## src/rtl/pop_arbiter_if.sv

```systemverilog
// Bundle of FIFO-side and downstream-side signals of the five-way pop arbiter.
// The arbiter takes the slave view; the FIFO/environment side takes the master view.
interface pop_arbiter_if #(
    parameter int DATA_WIDTH = 6
);
    logic                  empty_0;
    logic                  empty_1;
    logic                  empty_2;
    logic                  empty_3;
    logic                  empty_4;
    logic [DATA_WIDTH-1:0] data_in_0;
    logic [DATA_WIDTH-1:0] data_in_1;
    logic [DATA_WIDTH-1:0] data_in_2;
    logic [DATA_WIDTH-1:0] data_in_3;
    logic [DATA_WIDTH-1:0] data_in_4;
    logic                  out_almost_full;
    logic                  pop_0;
    logic                  pop_1;
    logic                  pop_2;
    logic                  pop_3;
    logic                  pop_4;
    logic                  push;
    logic [DATA_WIDTH-1:0] data_out;
    logic                  idle;

    modport master (
        output empty_0, empty_1, empty_2, empty_3, empty_4,
        output data_in_0, data_in_1, data_in_2, data_in_3, data_in_4,
        output out_almost_full,
        input  pop_0, pop_1, pop_2, pop_3, pop_4,
        input  push, data_out, idle
    );

    modport slave (
        input  empty_0, empty_1, empty_2, empty_3, empty_4,
        input  data_in_0, data_in_1, data_in_2, data_in_3, data_in_4,
        input  out_almost_full,
        output pop_0, pop_1, pop_2, pop_3, pop_4,
        output push, data_out, idle
    );
endinterface

```

## src/rtl/pop_arbiter.sv

```systemverilog
// Round-robin drain of five registered-read FIFOs into one downstream FIFO,
// with combinational one-hot pops and a fixed two-cycle pop-to-push latency.
module pop_arbiter #(
    parameter int DATA_WIDTH = 6
) (
    input  logic            clk,
    input  logic            reset,
    pop_arbiter_if.slave    bus
);
    localparam int NUM_FIFOS = 5;

    typedef enum logic [1:0] {
        ST_RESET  = 2'd0,
        ST_IDLE   = 2'd1,
        ST_ACTIVE = 2'd2
    } state_e;

    state_e                  state_q, state_d;
    logic [2:0]              rr_ptr_q, rr_ptr_d;
    logic                    v1_q, v1_d;
    logic [2:0]              sel1_q, sel1_d;
    logic                    push_q, push_d;
    logic [DATA_WIDTH-1:0]   data_out_q, data_out_d;
    logic                    idle_q, idle_d;

    logic [NUM_FIFOS-1:0]    empty_s;
    logic [NUM_FIFOS-1:0]    pop_s;
    logic [2:0]              ptr_s;
    logic [2:0]              search_idx_s;
    logic [2:0]              grant_s;
    logic                    grant_vld_s;
    logic                    eligible_s;
    logic [DATA_WIDTH-1:0]   sel_data_s;

    // Successor modulo five; out-of-range indices fold to 0.
    function automatic logic [2:0] next_idx(input logic [2:0] idx);
        logic [2:0] r;
        case (idx)
            3'd0:    r = 3'd1;
            3'd1:    r = 3'd2;
            3'd2:    r = 3'd3;
            3'd3:    r = 3'd4;
            default: r = 3'd0;
        endcase
        return r;
    endfunction

    assign empty_s = {bus.empty_4, bus.empty_3, bus.empty_2, bus.empty_1, bus.empty_0};

    // First non-empty FIFO at or after the pointer, wrapping.
    always_comb begin
        ptr_s        = (rr_ptr_q > 3'd4) ? 3'd0 : rr_ptr_q;
        search_idx_s = ptr_s;
        grant_s      = 3'd0;
        grant_vld_s  = 1'b0;
        for (int i = 0; i < NUM_FIFOS; i++) begin
            if (!grant_vld_s && !empty_s[search_idx_s]) begin
                grant_vld_s = 1'b1;
                grant_s     = search_idx_s;
            end else begin
                grant_vld_s = grant_vld_s;
            end
            search_idx_s = next_idx(search_idx_s);
        end
    end

    assign eligible_s = !reset && ((state_q == ST_IDLE) || (state_q == ST_ACTIVE))
                        && !bus.out_almost_full && grant_vld_s;
    assign pop_s      = eligible_s ? (5'b00001 << grant_s) : 5'b00000;

    // Stage-2 read mux over the FIFO selected in stage 1.
    always_comb begin
        case (sel1_q)
            3'd0:    sel_data_s = bus.data_in_0;
            3'd1:    sel_data_s = bus.data_in_1;
            3'd2:    sel_data_s = bus.data_in_2;
            3'd3:    sel_data_s = bus.data_in_3;
            3'd4:    sel_data_s = bus.data_in_4;
            default: sel_data_s = bus.data_in_0;
        endcase
    end

    // Next-state: FSM, pointer, pipeline and idle flag.
    always_comb begin
        state_d    = state_q;
        rr_ptr_d   = eligible_s ? next_idx(grant_s) : ptr_s;
        v1_d       = eligible_s;
        sel1_d     = eligible_s ? grant_s : 3'd0;
        push_d     = v1_q;
        data_out_d = v1_q ? sel_data_s : data_out_q;
        idle_d     = (&empty_s) && !v1_q;
        case (state_q)
            ST_RESET:  state_d = ST_IDLE;
            ST_IDLE: begin
                if (!(&empty_s) && !bus.out_almost_full) begin
                    state_d = ST_ACTIVE;
                end else begin
                    state_d = ST_IDLE;
                end
            end
            ST_ACTIVE: begin
                if (!eligible_s && !v1_q && !push_q) begin
                    state_d = ST_IDLE;
                end else begin
                    state_d = ST_ACTIVE;
                end
            end
            default:   state_d = ST_RESET;
        endcase
    end

    // State and pipeline registers; reset discards any word in flight.
    always_ff @(posedge clk) begin
        if (reset) begin
            state_q    <= ST_RESET;
            rr_ptr_q   <= 3'd0;
            v1_q       <= 1'b0;
            sel1_q     <= 3'd0;
            push_q     <= 1'b0;
            data_out_q <= {DATA_WIDTH{1'b0}};
            idle_q     <= 1'b1;
        end else begin
            state_q    <= state_d;
            rr_ptr_q   <= rr_ptr_d;
            v1_q       <= v1_d;
            sel1_q     <= sel1_d;
            push_q     <= push_d;
            data_out_q <= data_out_d;
            idle_q     <= idle_d;
        end
    end

    assign bus.pop_0    = pop_s[0];
    assign bus.pop_1    = pop_s[1];
    assign bus.pop_2    = pop_s[2];
    assign bus.pop_3    = pop_s[3];
    assign bus.pop_4    = pop_s[4];
    assign bus.push     = push_q;
    assign bus.data_out = data_out_q;
    assign bus.idle     = idle_q;
endmodule

```

## src/flat_wrapper.sv

```systemverilog
// flat-port wrapper written by rule: the top's interface ports become plain ports
module pop_arbiter_flat 
#(
    parameter int DATA_WIDTH = 6
)
  (clk, reset, bus_empty_0, bus_empty_1, bus_empty_2, bus_empty_3, bus_empty_4, bus_data_in_0, bus_data_in_1, bus_data_in_2, bus_data_in_3, bus_data_in_4, bus_out_almost_full, bus_pop_0, bus_pop_1, bus_pop_2, bus_pop_3, bus_pop_4, bus_push, bus_data_out, bus_idle);
  pop_arbiter_if #(.DATA_WIDTH(DATA_WIDTH)) bus_i ();
  input  logic clk;
  input  logic reset;
  input wire logic [$bits(bus_i.empty_0)-1:0] bus_empty_0;
  input wire logic [$bits(bus_i.empty_1)-1:0] bus_empty_1;
  input wire logic [$bits(bus_i.empty_2)-1:0] bus_empty_2;
  input wire logic [$bits(bus_i.empty_3)-1:0] bus_empty_3;
  input wire logic [$bits(bus_i.empty_4)-1:0] bus_empty_4;
  input wire logic [$bits(bus_i.data_in_0)-1:0] bus_data_in_0;
  input wire logic [$bits(bus_i.data_in_1)-1:0] bus_data_in_1;
  input wire logic [$bits(bus_i.data_in_2)-1:0] bus_data_in_2;
  input wire logic [$bits(bus_i.data_in_3)-1:0] bus_data_in_3;
  input wire logic [$bits(bus_i.data_in_4)-1:0] bus_data_in_4;
  input wire logic [$bits(bus_i.out_almost_full)-1:0] bus_out_almost_full;
  output wire logic [$bits(bus_i.pop_0)-1:0] bus_pop_0;
  output wire logic [$bits(bus_i.pop_1)-1:0] bus_pop_1;
  output wire logic [$bits(bus_i.pop_2)-1:0] bus_pop_2;
  output wire logic [$bits(bus_i.pop_3)-1:0] bus_pop_3;
  output wire logic [$bits(bus_i.pop_4)-1:0] bus_pop_4;
  output wire logic [$bits(bus_i.push)-1:0] bus_push;
  output wire logic [$bits(bus_i.data_out)-1:0] bus_data_out;
  output wire logic [$bits(bus_i.idle)-1:0] bus_idle;
  assign bus_i.empty_0 = bus_empty_0;
  assign bus_i.empty_1 = bus_empty_1;
  assign bus_i.empty_2 = bus_empty_2;
  assign bus_i.empty_3 = bus_empty_3;
  assign bus_i.empty_4 = bus_empty_4;
  assign bus_i.data_in_0 = bus_data_in_0;
  assign bus_i.data_in_1 = bus_data_in_1;
  assign bus_i.data_in_2 = bus_data_in_2;
  assign bus_i.data_in_3 = bus_data_in_3;
  assign bus_i.data_in_4 = bus_data_in_4;
  assign bus_i.out_almost_full = bus_out_almost_full;
  assign bus_pop_0 = bus_i.pop_0;
  assign bus_pop_1 = bus_i.pop_1;
  assign bus_pop_2 = bus_i.pop_2;
  assign bus_pop_3 = bus_i.pop_3;
  assign bus_pop_4 = bus_i.pop_4;
  assign bus_push = bus_i.push;
  assign bus_data_out = bus_i.data_out;
  assign bus_idle = bus_i.idle;
  pop_arbiter #(.DATA_WIDTH(DATA_WIDTH)) u_core (.clk(clk), .reset(reset), .bus(bus_i));
endmodule
```

## config.mk

```make
export PLATFORM = sky130hd
export DESIGN_NAME = pop_arbiter_flat
export DESIGN_NICKNAME = d
export VERILOG_FILES = /design/src/rtl/pop_arbiter_if.sv /design/src/rtl/pop_arbiter.sv /design/src/flat_wrapper.sv
export SDC_FILE = /design/constraint.sdc
export NUM_CORES = 1
export LEC_CHECK = 0
export BUFFER_PORTS_ARGS = -buffer_cell sky130_fd_sc_hd__buf_2
export CAP_MARGIN = 20
export CORE_UTILIZATION = 46
export CTS_BUF_LIST = sky130_fd_sc_hd__clkbuf_4
export DETAILED_ROUTE_END_ITERATION = 10
export MAX_ROUTING_LAYER = met4
export PLACE_DENSITY = 0.82
export SLEW_MARGIN = 30
export SYNTH_ARGS = -nofsm -noshare
export SYNTH_HDL_FRONTEND = slang
export SYNTH_SLANG_ARGS = --single-unit
```

## constraint.sdc

```tcl
create_clock -name clk -period 4.8 [get_ports clk]
set_clock_uncertainty 0.2 [all_clocks]
set_input_delay 0.72 -clock clk [delete_from_list [all_inputs] [get_ports clk]]
set_output_delay 0.72 -clock clk [all_outputs]
set_load 0.05 [all_outputs]
```

==> results of run 1 <==
[worst paths after layout]
| kind | start | end | cells after the start |
|---|---|---|---|
| min | u_core.bus.data_out[1]$_SDFFE_PP0P_ | u_core.bus.data_out[1]$_SDFFE_PP0P_ | 2 |
| min reg2reg | u_core.bus.data_out[1]$_SDFFE_PP0P_ | u_core.bus.data_out[1]$_SDFFE_PP0P_ | 2 |
| max reg2reg | u_core.rr_ptr_q[0]$_SDFF_PP0_ | u_core.state_q[1]$_SDFF_PP0_ | 8 |
| max | u_core.rr_ptr_q[0]$_SDFF_PP0_ | bus_pop_1 | 8 |
[final cells by class]
| class | instances | area, um2 | share of cell area [%] |
|---|---|---|---|
| Sequential cell | 17 | 340.3 | 17.40 |
| Timing Repair Buffer | 50 | 250.2 | 12.80 |
| Tap cell | 46 | 57.56 | 2.943 |
| Multi-Input combinational cell | 159 | 1249 | 63.85 |
| Clock buffer | 4 | 30.03 | 1.536 |
| Inverter | 7 | 28.78 | 1.472 |
[per-layer routing]
layer	vias to the layer above	GRT usage (%)	wire, um
li1	828	-	-
met1	719	28.59	1812
met2	46	35.08	1895
met3	5	3.986	179
met4	0	5.233	29
met5	-	-	0
[sequential cells by signal, indices dropped and copies added (netlist names)]
register and cells:
u_core.bus.push 1, u_core.sel1_q 3, u_core.bus.idle 1, u_core.state_q 2, u_core.push_d 1, u_core.rr_ptr_q 3, u_core.bus.data_out 6
[through the flow]
| stage | hold WS [ns] | cells | setup WS [ns] | instance area (um2) | util [%] |
|---|---|---|---|---|---|
| 4_1_cts | 0.2941 | 283 | 0.4547 | 1956 | 56.39 |
| 6_report | 0.2915 | 283 | 0.4069 | 1956 | 56.39 |
| 3_3_place_gp | 0.2699 | 279 | 0.9385 | 1926 | 55.52 |
| 2_1_floorplan | 0.3880 | 200 | 0.6235 | 1718 | - |
| 5_1_grt | 0.3465 | 283 | 0.07531 | 1956 | 56.39 |
| 3_5_place_dp | 0.2815 | 279 | 0.7898 | 1926 | 55.52 |
[kinds of logic after synthesis]
logic type               synth area share (%)
buffers and inverters                   7.502
adder cells (fa/ha/maj)                 2.913
multiplexers                            16.82
AO/OA/AOI/OAI                           28.99
XOR/XNOR                                1.020
flip-flops                              19.81
AND/OR/NAND/NOR                         22.94
[synthesized netlist by cell type, drive strengths merged (3+ instances only)]
library cell / number / share of area, %
a21boi: 3 / 1.3
nand3: 4 / 2.2
nor3: 8 / 3.0
mux2: 4 / 2.8
a21oi: 13 / 4.0
nor2b: 7 / 2.5
nand2: 13 / 3.3
ha: 4 / 2.9
inv: 7 / 1.7
mux4: 4 / 5.2
o21ai: 6 / 2.0
nand2b: 4 / 1.5
mux2i: 15 / 8.7
a32oi: 3 / 2.0
dfxtp: 17 / 20
nor2: 24 / 5.2
nor3b: 3 / 1.6
a211oi: 4 / 2.0
a221oi: 4 / 2.0
a31oi: 3 / 1.5
buf: 11 / 4.5
clkbuf: 6 / 1.3
[power by group]
part | switching (W) | leakage, nW | internal [W]
clock | 0.0000425 | 0.0184 | 0.0000380
combinational | 0.000102 | 0.669 | 0.0000750
sequential | 0.0000180 | 0.139 | 0.000149
total | 0.000163 | 0.826 | 0.000262
[worst register-to-register path: stages (launching register included)]
cell and delay (ns):
dfxtp_1 0.87, nor2b_1 0.60, a32oi_2 0.24, a22oi_2 0.33, a41oi_2 0.23, nand3_4 0.21
inv_4 0.07, o31ai_2 0.20, a211oi_2 0.09
[layout by cell type, fill, tap and decap left out, types with 2 or more instances in the layout]
| cell type | Yosys | routed |
|---|---|---|
| nor2b_1 | 7 | 7 |
| o211ai_1 | 2 | 2 |
| o2111ai_1 | 2 | 2 |
| o211a_1 | 2 | 2 |
| a21oi_1 | 12 | 12 |
| a32oi_1 | 2 | 2 |
| mux2i_1 | 15 | 15 |
| a21boi_0 | 3 | 3 |
| a221oi_1 | 4 | 4 |
| ha_1 | 4 | 4 |
| clkbuf_4 | 0 | 4 |
| o21a_1 | 2 | 2 |
| o21ai_0 | 5 | 5 |
| a31oi_1 | 2 | 2 |
| mux4_2 | 4 | 4 |
| nor3_1 | 7 | 7 |
| nor2_1 | 24 | 24 |
| mux2_2 | 2 | 2 |
| o21bai_1 | 2 | 2 |
| a211oi_1 | 3 | 3 |
| nor3b_1 | 2 | 2 |
| nor4bb_1 | 2 | 2 |
| buf_2 | 5 | 50 |
| nand2b_1 | 4 | 4 |
| a21o_1 | 2 | 2 |
| inv_1 | 6 | 6 |
| nand2_1 | 12 | 12 |
| dfxtp_1 | 17 | 17 |
| nand3_1 | 2 | 2 |
==> impl_metrics.tcl, run 1 <==
set metrics [dict create \
    outcome "complete, no violations" \
    worst_path_max_delay_cell "dfxtp_1" \
    min-delay-path-class "flip-flop to flip-flop" \
    syn_avg_cell_area_um2 8.589 \
    cts_tree "built" \
    fin_crit_ns 4.393 \
    antenna_found_initial 0 \
    postCtsSetupRepairBufs 0 \
    cp.required_ns 3.88 \
    peakVddDrop_uv 211.1 \
    synth_nets 242 \
    crit_arrival_ns 3.47 \
    yosysWarnings 0 \
    synthArstFlopShare_pct 0 \
    rsz0062_at_grt "no" \
    core_mm2 0.003468 \
    synth_edf_count 0 \
    ctsRootBufferMaster "clkbuf_4" \
    ant_nets 0 \
    grt_pass1_wl_um 6851 \
    critPathMaxFanout 26 \
    critPathKind "flip-flop to primary output" \
    grt_max_degree 27 \
    ys.flop_type "dfxtp_1" \
    crit_family "compound AO/OA/AOI/OAI gates" \
    antenna_cells 0 \
    die-area_mm2 0.003983 \
    grt_overflow 0 \
    r2r_setup_slack_ns 1.63 \
    start_util_pct 49.53 \
    critical_path.cell_chain "nor2b_1 -> a32oi_1 -> a21oi_2 -> o21ai_0 -> a31oi_2 -> inv_1 -> nor3_1 -> buf_2" \
    grt_pass1_vias 1486 \
    cts.sinks 17 \
    period_share_pct 91.52 \
    synth_seq_area_share_pct 19.81 \
    drt_iter0_drc 57 \
    nNetsFinal 280 \
    post_drt_via_cell_ratio 5.647 \
    clock_path_buffers 2 \
    leakage_nw 0.8255 \
    startpoint_type "flip-flop" \
    wirelength_um 3917 \
    hold_viol_final 0 \
    worst_slew_pin_slew_ns 0.8272 \
    final-setup-viol-count 0 \
    ys_ff_latch 17 \
    synth_area_mm2 0.001718 \
    portBuffers 50 \
    setup_tns_ns 0 \
    hpwl_um 3036 \
    clock.fmax_ghz 0.2276 \
    slew_viol_final 0 \
    routedWlPerCell_um 13.84 \
    postCtsHoldBufs 0 \
    rows 21 \
    drive_gt1_share_pct 32.91 \
    cp-end-kind "primary output" \
    drv_cap 0 \
    drtPass1Iterations 4 \
    power_density_mw_per_mm2 217.4 \
    slew-limit-headroom_pct 44.78 \
    track_usage_pct 21.98 \
    route.detailed.drc 0 \
    clk-insertion-delay-late_ns 0.29 \
    area_growth_pct 13.84 \
    synth_cell_type_count 65 \
    max_stage_delay_ns 0.87 \
    path_clk_slew_ns 0.09 \
    power_w 0.0004251 \
    io_pins 51 \
    cp_num_buf_inv 2 \
    place.gp.congestion 0.8906 \
    die_y_um 63.11 \
    cts_buffers 3 \
    synthCells 200 \
    cts.repair.resized 0 \
    via_count 1598 \
    fillers 348 \
    die_w_um 63.11 \
    htreeDepth 1 \
]
Note: power is estimated with default switching activity, not from simulation.
==> inputs of run 2 (changes only) <==
--- a/config.mk
+++ b/config.mk
@@ -7,6 +7,7 @@
 export LEC_CHECK = 0
 export BUFFER_PORTS_ARGS = -buffer_cell sky130_fd_sc_hd__buf_2
 export CAP_MARGIN = 20
+export CORE_MARGIN = 5
 export CORE_UTILIZATION = 46
 export CTS_BUF_LIST = sky130_fd_sc_hd__clkbuf_4
 export DETAILED_ROUTE_END_ITERATION = 10
==> impl_metrics.tcl, run 2 (synthesis gave the netlist of run 1 again) <==
set metrics [dict create \
    postCtsSetupRepairBufs 0 \
    portBuffers 50 \
    antenna_cells 0 \
    rsz0062_at_grt "no" \
    drv_cap 0 \
    regArea_um2 340.3 \
    antenna_found_initial 0 \
    clk-insertion-delay-late_ns 0.29 \
    power_density_mw_per_mm2 217.7 \
    clock.fmax_ghz 0.2301 \
    route.detailed.drc 0 \
    slew-limit-headroom_pct 44.39 \
    peakVddDrop_uv 144.8 \
    busiest_layer "met2" \
    period_share_pct 90.55 \
    worst_slew_pin_slew_ns 0.8330 \
    die-area_mm2 0.005057 \
    rows 22 \
    hold_viol_final 0 \
    grt_max_degree 27 \
    cts.sinks 17 \
    drtPass1Iterations 5 \
    fin_crit_ns 4.347 \
    slew_viol_final 0 \
    drive_gt1_share_pct 32.91 \
    hold_ws_ns 0.2928 \
    critPathKind "flip-flop to primary output" \
    grt_overflow 0 \
    pre_cts_ws_ns 0.8425 \
    via_count 1636 \
    layout_commonest_cell "buf_2" \
    nNetsFinal 280 \
    hold_depth 2 \
    startpoint_type "flip-flop" \
    routedWlPerCell_um 14.06 \
    cp-end-kind "primary output" \
    leakage_nw 0.8255 \
    cts_buffers 3 \
    ctsRootBufferMaster "clkbuf_4" \
    cts.repair.resized 0 \
    track_usage_pct 16.24 \
    place.gp.congestion 0.9633 \
    setup_slack_ns 0.4534 \
    clock_path_buffers 2 \
    fillers 348 \
    cp.required_ns 3.88 \
    grt_use_met1_pct 21.37 \
    wirelength_um 4008 \
    setup_tns_ns 0 \
    critPathMaxFanout 26 \
    hpwl_um 3124 \
    met3_usage_pct 3.835 \
    crit_arrival_ns 3.43 \
    outcome "complete, no violations" \
    core_mm2 0.003633 \
    htreeDepth 1 \
    postCtsHoldBufs 0 \
    final_util_pct 53.89 \
    path_clk_slew_ns 0.10 \
    die_w_um 71.11 \
    io_pins 51 \
    cts_tree "built" \
    final-setup-viol-count 0 \
    grt_pass1_wl_um 6699 \
    post_drt_via_cell_ratio 5.740 \
    die_y_um 71.11 \
    grt_pass1_vias 1489 \
    largest_reg_flops 6 \
    multi_input_area_mm2 0.001249 \
    area_growth_pct 13.98 \
    drt_iter0_drc 224 \
    met2_usage_pct 25.95 \
    r2r_cells 7 \
    min-delay-path-class "flip-flop to flip-flop" \
    start_util_pct 47.28 \
    final_cell_mix "50 x buf_2, 24 x nor2_1, 17 x dfxtp_1" \
    ant_nets 0 \
]
run 2: cell counts in the layout (fill, tap and decap cells not counted):
No cell type changed its count.
run 2: report_power, final:
group | internal, W | switching (W)
clock | 0.0000379 | 0.0000425
sequential | 0.000149 | 0.0000181
combinational | 0.0000748 | 0.000103
total | 0.000262 | 0.000164
run 2: worst paths after layout:
| path | from | endpoint | slack (ns) |
|---|---|---|---|
| hold / removal | u_core.bus.data_out[1]$_SDFFE_PP0P_ | u_core.bus.data_out[1]$_SDFFE_PP0P_ | 0.29 |
| hold reg to reg | u_core.bus.data_out[1]$_SDFFE_PP0P_ | u_core.bus.data_out[1]$_SDFFE_PP0P_ | 0.29 |
| setup / recovery | u_core.rr_ptr_q[0]$_SDFF_PP0_ | bus_pop_1 | 0.45 |
| setup reg to reg | u_core.rr_ptr_q[0]$_SDFF_PP0_ | u_core.rr_ptr_q[2]$_SDFF_PP0_ | 1.62 |
run 2: cell type report:
cell class | count | area share, %
inverter | 7 | 1.470
timing repair buffer | 50 | 12.78
clock buffer | 4 | 1.534
sequential | 17 | 17.38
multi-input combinational | 159 | 63.77
tap | 48 | 3.067
run 2: critical path, stage by stage, from the launching register on:
cell and delay (ns):
dfxtp_1 0.88, nor2b_1 0.60, a32oi_1 0.26, a21oi_2 0.27, o21ai_0 0.14, a31oi_2 0.40, inv_1 0.11, nor3_1 0.19
buf_2 0.29
run 2: layer usage:
metal  share of wire, %  vias up  routed length [um]
met1                 45      747                1811
met2                 47       58                1886
met3                7.0        4                 280
li1                   -      827                   -
met5                  0        -                   0
met4               0.75        0                  30
run 2: metrics by stage:
stage,area [um2],power [W],cells
CTS,1958,0.0004264,285
finish,1958,0.0004263,285
global route,1958,0.0004569,285
floorplan,1718,0.0003089,200
detailed placement,1928,0.0003470,281
global placement,1928,0.0003456,281
